`src/rtl/bounce_sprite_gfx.sv`:
```
// bounce_sprite_gfx: pixel-colour source for the VGA timing block.
// A BOX_W x BOX_H sprite moves by (DX,DY) once per frame, reflects off the
// visible-area edges and advances its colour on every bounce. All state
// changes happen on the first blanking line, so a frame never tears.
// Colour and address are combinational from hc/vc so they line up with the
// timing block's colour inputs in the same cycle.
module bounce_sprite_gfx #(
  parameter int H_ACTIVE = 640,
  parameter int V_ACTIVE = 480,
  parameter int BOX_W    = 32,
  parameter int BOX_H    = 32,
  parameter int DX       = 2,
  parameter int DY       = 1,
  parameter logic [7:0] BG_COLOR = 8'h03
) (
  input  logic        vgaclk,
  input  logic        rst,
  input  logic [9:0]  hc,
  input  logic [9:0]  vc,
  input  logic        pause,
  output logic [7:0]  color,
  output logic [15:0] addr,
  output logic [9:0]  box_x,
  output logic [9:0]  box_y,
  output logic [15:0] bounce_cnt
);

  // 11-bit working constants so edge compares and sums never wrap.
  localparam logic [10:0] X_LIM = 11'(H_ACTIVE - BOX_W);
  localparam logic [10:0] Y_LIM = 11'(V_ACTIVE - BOX_H);
  localparam logic [10:0] DX_W  = 11'(DX);
  localparam logic [10:0] DY_W  = 11'(DY);
  localparam logic [10:0] BW_W  = 11'(BOX_W);
  localparam logic [10:0] BH_W  = 11'(BOX_H);
  localparam logic [10:0] HA_W  = 11'(H_ACTIVE);
  localparam logic [10:0] VA_W  = 11'(V_ACTIVE);
  localparam logic [9:0]  VTICK = 10'(V_ACTIVE);
  localparam logic [15:0] BW16  = 16'(BOX_W);

  logic [9:0]  box_x_q, box_x_d;
  logic [9:0]  box_y_q, box_y_d;
  logic        dir_x_q, dir_x_d;
  logic        dir_y_q, dir_y_d;
  logic [7:0]  box_color_q, box_color_d;
  logic [15:0] bounce_cnt_q, bounce_cnt_d;

  logic        hit_x_s, hit_y_s, hit_s, tick_s;
  logic [10:0] x_w, y_w, hc_w, vc_w;
  logic        visible_s, inside_s;
  logic [15:0] dx_off_s, dy_off_s, offset_s;

  assign x_w    = {1'b0, box_x_q};
  assign y_w    = {1'b0, box_y_q};
  assign hc_w   = {1'b0, hc};
  assign vc_w   = {1'b0, vc};
  assign tick_s = (hc == 10'd0) && (vc == VTICK);

  // Next position, direction and bounce flags for the coming frame tick.
  always_comb begin
    box_x_d = box_x_q;
    dir_x_d = dir_x_q;
    hit_x_s = 1'b0;
    if (dir_x_q) begin
      if (x_w + DX_W >= X_LIM) begin
        box_x_d = X_LIM[9:0];
        dir_x_d = 1'b0;
        hit_x_s = 1'b1;
      end else begin
        box_x_d = 10'(x_w + DX_W);
      end
    end else begin
      if (x_w <= DX_W) begin
        box_x_d = 10'd0;
        dir_x_d = 1'b1;
        hit_x_s = 1'b1;
      end else begin
        box_x_d = 10'(x_w - DX_W);
      end
    end

    box_y_d = box_y_q;
    dir_y_d = dir_y_q;
    hit_y_s = 1'b0;
    if (dir_y_q) begin
      if (y_w + DY_W >= Y_LIM) begin
        box_y_d = Y_LIM[9:0];
        dir_y_d = 1'b0;
        hit_y_s = 1'b1;
      end else begin
        box_y_d = 10'(y_w + DY_W);
      end
    end else begin
      if (y_w <= DY_W) begin
        box_y_d = 10'd0;
        dir_y_d = 1'b1;
        hit_y_s = 1'b1;
      end else begin
        box_y_d = 10'(y_w - DY_W);
      end
    end

    // A corner hit still counts as a single bounce.
    hit_s = hit_x_s | hit_y_s;
    if (hit_s) begin
      box_color_d = box_color_q + 8'h25;
    end else begin
      box_color_d = box_color_q;
    end
    if (hit_s && (bounce_cnt_q != 16'hFFFF)) begin
      bounce_cnt_d = bounce_cnt_q + 16'd1;
    end else begin
      bounce_cnt_d = bounce_cnt_q;
    end
  end

  // Sprite state: reset wins, otherwise commit only on an unpaused frame tick.
  always_ff @(posedge vgaclk) begin
    if (rst) begin
      box_x_q      <= 10'd0;
      box_y_q      <= 10'd0;
      dir_x_q      <= 1'b1;
      dir_y_q      <= 1'b1;
      box_color_q  <= 8'hE0;
      bounce_cnt_q <= 16'd0;
    end else if (tick_s && !pause) begin
      box_x_q      <= box_x_d;
      box_y_q      <= box_y_d;
      dir_x_q      <= dir_x_d;
      dir_y_q      <= dir_y_d;
      box_color_q  <= box_color_d;
      bounce_cnt_q <= bounce_cnt_d;
    end else begin
      box_x_q      <= box_x_q;
      box_y_q      <= box_y_q;
      dir_x_q      <= dir_x_q;
      dir_y_q      <= dir_y_q;
      box_color_q  <= box_color_q;
      bounce_cnt_q <= bounce_cnt_q;
    end
  end

  // Zero-latency pixel path: box colour, background, or black in blanking.
  always_comb begin
    visible_s = (hc_w < HA_W) && (vc_w < VA_W);
    inside_s  = visible_s && (hc_w >= x_w) && (hc_w < x_w + BW_W)
                          && (vc_w >= y_w) && (vc_w < y_w + BH_W);
    dx_off_s  = {6'd0, hc} - {6'd0, box_x_q};
    dy_off_s  = {6'd0, vc} - {6'd0, box_y_q};
    offset_s  = dy_off_s * BW16 + dx_off_s;
    if (inside_s) begin
      color = box_color_q;
      addr  = offset_s;
    end else if (visible_s) begin
      color = BG_COLOR;
      addr  = 16'h0000;
    end else begin
      color = 8'h00;
      addr  = 16'h0000;
    end
  end

  assign box_x      = box_x_q;
  assign box_y      = box_y_q;
  assign bounce_cnt = bounce_cnt_q;

endmodule

```
`config.mk`:
```
export PLATFORM = sky130hd
export DESIGN_NAME = bounce_sprite_gfx
export DESIGN_NICKNAME = d
export VERILOG_FILES = /design/src/rtl/bounce_sprite_gfx.sv
export SDC_FILE = /design/constraint.sdc
export NUM_CORES = 1
export LEC_CHECK = 0
export CAP_MARGIN = 20
export CORE_UTILIZATION = 47
export CTS_CLUSTER_DIAMETER = 200
export DETAILED_ROUTE_END_ITERATION = 10
export HOLD_SLACK_MARGIN = 0.1
export PLACE_DENSITY_LB_ADDON = 0.15
export RECOVER_POWER = 100
export SLEW_MARGIN = 10
export SYNTH_ARGS = -nofsm -noshare
export SYNTH_HDL_FRONTEND = slang
export SYNTH_SLANG_ARGS = --single-unit
```
`constraint.sdc`:
```
create_clock -name vgaclk -period 15.8 [get_ports vgaclk]
set_input_delay 3.16 -clock vgaclk [delete_from_list [all_inputs] [get_ports vgaclk]]
set_output_delay 3.16 -clock vgaclk [all_outputs]
set_load 0.05 [all_outputs]
```
======== Yosys cells after proc, flatten, opt, wreduce, memory -nomap -nowiden ========
Cells that the tools add are included.
operators by class
  add/sub/neg operators ................... 11
  $lt $le $gt $ge ......................... 10
  eq/ne operators ......................... 2
  muxes and demuxes ....................... 19
  bitwise gates (word level) .............. 1
  reductions and logical operators ........ 12
operators by type and width
  cell                                                                                    count
  10-bit two-way mux                                                                      6
  10-bit by 6-bit adder with 11-bit output (second input constant)                        2
  10-bit by 11-bit less-than comparator with 1-bit output                                 2
  10-bit by 10-bit subtractor with 11-bit output                                          2
  10-bit greater-or-equal comparator                                                      2
  16-bit by 1-bit adder with 16-bit output (second input constant)                        1
  16-bit adder                                                                            1
  16-bit two-way mux                                                                      1
  16-bit != test (second input constant)                                                  1
  10-bit by 1-bit adder with 11-bit output (second input constant)                        1
  10-bit by 2-bit adder with 11-bit output (second input constant)                        1
  11-bit by 10-bit greater-or-equal comparator with 1-bit output (second input constant)  1
  11-bit by 9-bit greater-or-equal comparator with 1-bit output (second input constant)   1
  10-bit by 9-bit equality test with 1-bit output (second input constant)                 1
  10-bit by 1-bit less-or-equal comparator with 1-bit output (second input constant)      1
  10-bit by 2-bit less-or-equal comparator with 1-bit output (second input constant)      1
  10-bit zero test                                                                        1
  10-bit less-than comparator (second input constant)                                     1
  10-bit by 9-bit less-than comparator with 1-bit output (second input constant)          1
  1-bit two-way mux                                                                       10
  10-bit by 1-bit subtractor with 10-bit output (second input constant)                   1
  10-bit by 2-bit subtractor with 10-bit output (second input constant)                   1
  8-bit by 6-bit adder with 8-bit output (second input constant)                          1
  1-bit logical AND                                                                       8
  5 further kinds                                                                         6
storage, ports and cells
  register bits after elaboration ......... 46
  input bits .............................. 23
  output and inout port bits .............. 60
  word-level logic and storage cells ...... 61

======== Logic depth before layout (Yosys ltp) ========
  word-level depth ........................ 7
  mapped depth ............................ 19
  mapped depth without buffers ............ 18

======== Worst setup path after synthesis ========
Ideal clock, no wire load.
  path type ............................... input -> output
  start ................................... input port hc[2]
  end ..................................... output port addr[14]
  arrival time ............................ 6953 ps
  data required time ...................... 12640 ps
  setup slack ............................. 5687 ps
  stages on the path ...................... 16
  buffers on the path ..................... 0
  cell sequence ........................... ha_1 > o21ai_0 > a2111oi_0 > o21a_1 > o21a_1 > o21a_1 > nor2_1 > xnor2_1 > ha_1 > or2_2 > o22a_1 > o2111a_1 > a2111oi_0 > o21ai_0 > xnor2_1 > nor2_1
on the way
  word-level cells in the longest chain between the ends .. 7
  elaborated cells between the ends (all ways) .. 11
ends and longest elaborated chain
  what                                                  RTL line  RTL
  start, declared                                       18        input logic [9:0] hc,
  branches (longest 6 deep; another with 16-bit adder)  --
  16-bit two-way mux *                                  150       if (inside_s) begin
  end, declared                                         22        output logic [15:0] addr,
Every way passes the cells marked *.

======== Worst setup path after layout ========
Ends and elaborated chain as after synthesis.

==> flow_metrics.tcl <==
set metrics [dict create \
    status "finished, final reports clean" \
    power_density_nw_per_um2 45.7 \
    fin_area_um2 5670 \
    ctsHoldBuffers 0 \
    setup_ws_ns 4.41 \
    die_area_um2 10400 \
    total_power_mw 0.259 \
    worst-path-max-fanout 5 \
    cts_sinks 45 \
    num_antenna_cells 0 \
    final_cell_mix "74 x nor2_1, 60 x dlygate4sd3_1, 51 x ha_1, 47 x a21oi_1, 45 x dfxtp_1" \
    final_common_cell "nor2_1" \
    clkLatencyLatePin_ns 0.31 \
    io_pins 83 \
    fin_util_pct 58.3 \
    peakVddDrop_mv 0.0450 \
    fin_tns_setup_ns 0 \
    ys_seq_area_share_pct 19.2 \
    wl_per_cell_um 15.5 \
    worstPathRequired_ns 12.64 \
    fillerInstances 941 \
    numPortBuffers 81 \
    die_h_um 102 \
    htree_levels 2 \
    drive_gt1_share_pct 3.43 \
    drt_iter0_drc 472 \
    ys_async_sr_fraction_pct 0 \
    slew_headroom_pct 30.7 \
    worstPathArrival_ns 8.23 \
    fp.dieW_um 102 \
    drc 0 \
    post-place-ws_ns 4.52 \
    cts_setup_buffers 0 \
    max_freq_mhz 87.8 \
    path_class "in2out" \
    nets 775 \
    syn2layout_area_growth_pct 20.7 \
    synth_nets 711 \
    cts_tree "built" \
    grt_first_pass_wirelength_mm 20.6 \
    final.setup_skew_ns 0.0113 \
    worstSetupEndpointType "output port" \
    grt_usage_pct 24.8 \
    clk_pin_slew_ns 0.10 \
    synthFlopType "dfxtp_1" \
    placementRows 36 \
    place_area_um2 5590 \
    grt_max_degree 52 \
    synth_edf_count 0 \
    place.gp.congestion 0.896 \
    antenna_found_initial 0 \
    yosys.area.top_type "dfxtp_1" \
    yosysTopAreaCellShare_pct 19.2 \
    floorplan.initialDensity_pct 48.3 \
    ant_nets 0 \
    worstMarginPinSlew_ns 1.04 \
    cts_resized 0 \
    worst_setup_path_start_kind "input pin" \
    synthDistinctLibCells 67 \
    cellLeakagePower_nw 2.23 \
    min_period_ns 11.39 \
    clock_path_buffers 2 \
    synth_top_cells_by_area "dfxtp_1 19%, ha_1 14%, xnor2_1 6.9%" \
    dp_hpwl_mm 9.74 \
    drv_slew 0 \
    cts_buffers 5 \
    route.vias.total 4936 \
    drv_cap 0 \
    synthCells 634 \
    ys_warn_count 0 \
    timing_hold_violations_final 0 \
    finalCritPeriodShare_pct 72.1 \
    coreArea_um2 9730 \
    grt_pass1_vias 4445 \
    drt-total-wl_mm 12.9 \
    cts_root_buf "clkbuf_8" \
    hold_path.class "reg2reg" \
    grt-ovfl-total 0 \
    vias_per_cell 5.93 \
    setup_viol 0 \
    synthesis.area_um2 4700 \
    syn-mean-instance-area_um2 7.41 \
    dr.pass1.iters 8 \
    rsz0062_at_grt "no" \
    synth_seq_cells 45 \
]
## synthesized netlist by cell type (12+ instances only)
library cell and count:
nor2_1 74, ha_1 51, a21oi_1 47, dfxtp_1 45, xnor2_1 37, nor3_1 36, nand2_1 35, inv_1 34
o21ai_0 29, clkbuf_1 23, nand3_1 20, and2_1 13, a211oi_1 12, and3_1 12, nand4_1 12, o21a_1 12
## metal layers
| layer | GRT usage, % | vias to the layer above | wire length [um] |
|---|---|---|---|
| li1 | - | 2431 | - |
| met1 | 31.3 | 2305 | 5760 |
| met2 | 43.0 | 183 | 6160 |
| met3 | 3.56 | 17 | 711 |
| met4 | 8.24 | 0 | 246 |
| met5 | 0 | - | 0 |
## kinds of logic after synthesis
kind of cell	count (synthesis)	share of synthesized area [%]
XOR/XNOR	44	8.20
AND/OR/NAND/NOR	265	29.0
multiplexers	4	1.01
other	2	0.160
AO/OA/AOI/OAI	158	22.3
flip-flops	45	19.2
buffers and inverters	62	5.27
adder cells (fa/ha/maj)	54	14.9
## path summary, 6_finish.rpt
check             cells after the start                     endpoint                         from  slack [ns]
setup / recovery                     18                     addr[14]                        hc[2]        4.41
hold / removal                        2  bounce_cnt[10]$_SDFFE_PP0P_  bounce_cnt[10]$_SDFFE_PP0P_        0.50
setup reg to reg                      9   bounce_cnt[7]$_SDFFE_PP0P_        box_x[5]$_SDFFE_PP0P_       11.98
hold reg to reg                       2  bounce_cnt[10]$_SDFFE_PP0P_  bounce_cnt[10]$_SDFFE_PP0P_        0.50
## area by class of cell
type / instances / area [um^2] / area share, %
Tap cell: 133 / 166 / 2.93
Multi-Input combinational cell: 527 / 3550 / 62.7
Sequential cell: 45 / 901 / 15.9
Clock buffer: 5 / 68.8 / 1.21
Timing Repair Buffer: 85 / 837 / 14.8
Inverter: 34 / 128 / 2.25
Clock inverter: 3 / 17.5 / 0.309
## power breakdown
part / switching, mW / internal, mW / leakage [nW]
sequential: 0.0000000395 / 0.113 / 0.362
clock: 0.0437 / 0.0307 / 0.0439
combinational: 0.0386 / 0.0328 / 1.83
## state kept, by name, summed over array words and instances (netlist names)
name         cells
box_x            9
dir_y_q          1
box_color_q      8
box_y           10
bounce_cnt      16
dir_x_q          1
## metrics by stage
| step | hold slack, ns | instances |
|---|---|---|
| floorplan | 0.461 | 634 |
| CTS | 0.506 | 831 |
| finish | 0.502 | 832 |
| global route | 0.523 | 832 |
| global placement | 0.480 | 823 |
| detailed placement | 0.483 | 823 |
## critical path: stages
cell and delay (ns):
clkdlybuf4s50_1 0.42, ha_1 0.36, o21ai_0 0.15, a2111oi_0 0.57, o21a_1 0.21, o21a_1 0.16, o21a_1 0.12, nor2_1 0.04
xnor2_1 0.14, ha_1 0.24, or2_2 0.30, o22a_1 0.20, o2111a_1 0.14, a2111oi_0 0.67, o21ai_0 0.24, xnor2_1 0.16
nor2_1 0.07, dlygate4sd3_1 0.87
No activity file was read; power rests on OpenSTA's default activity.
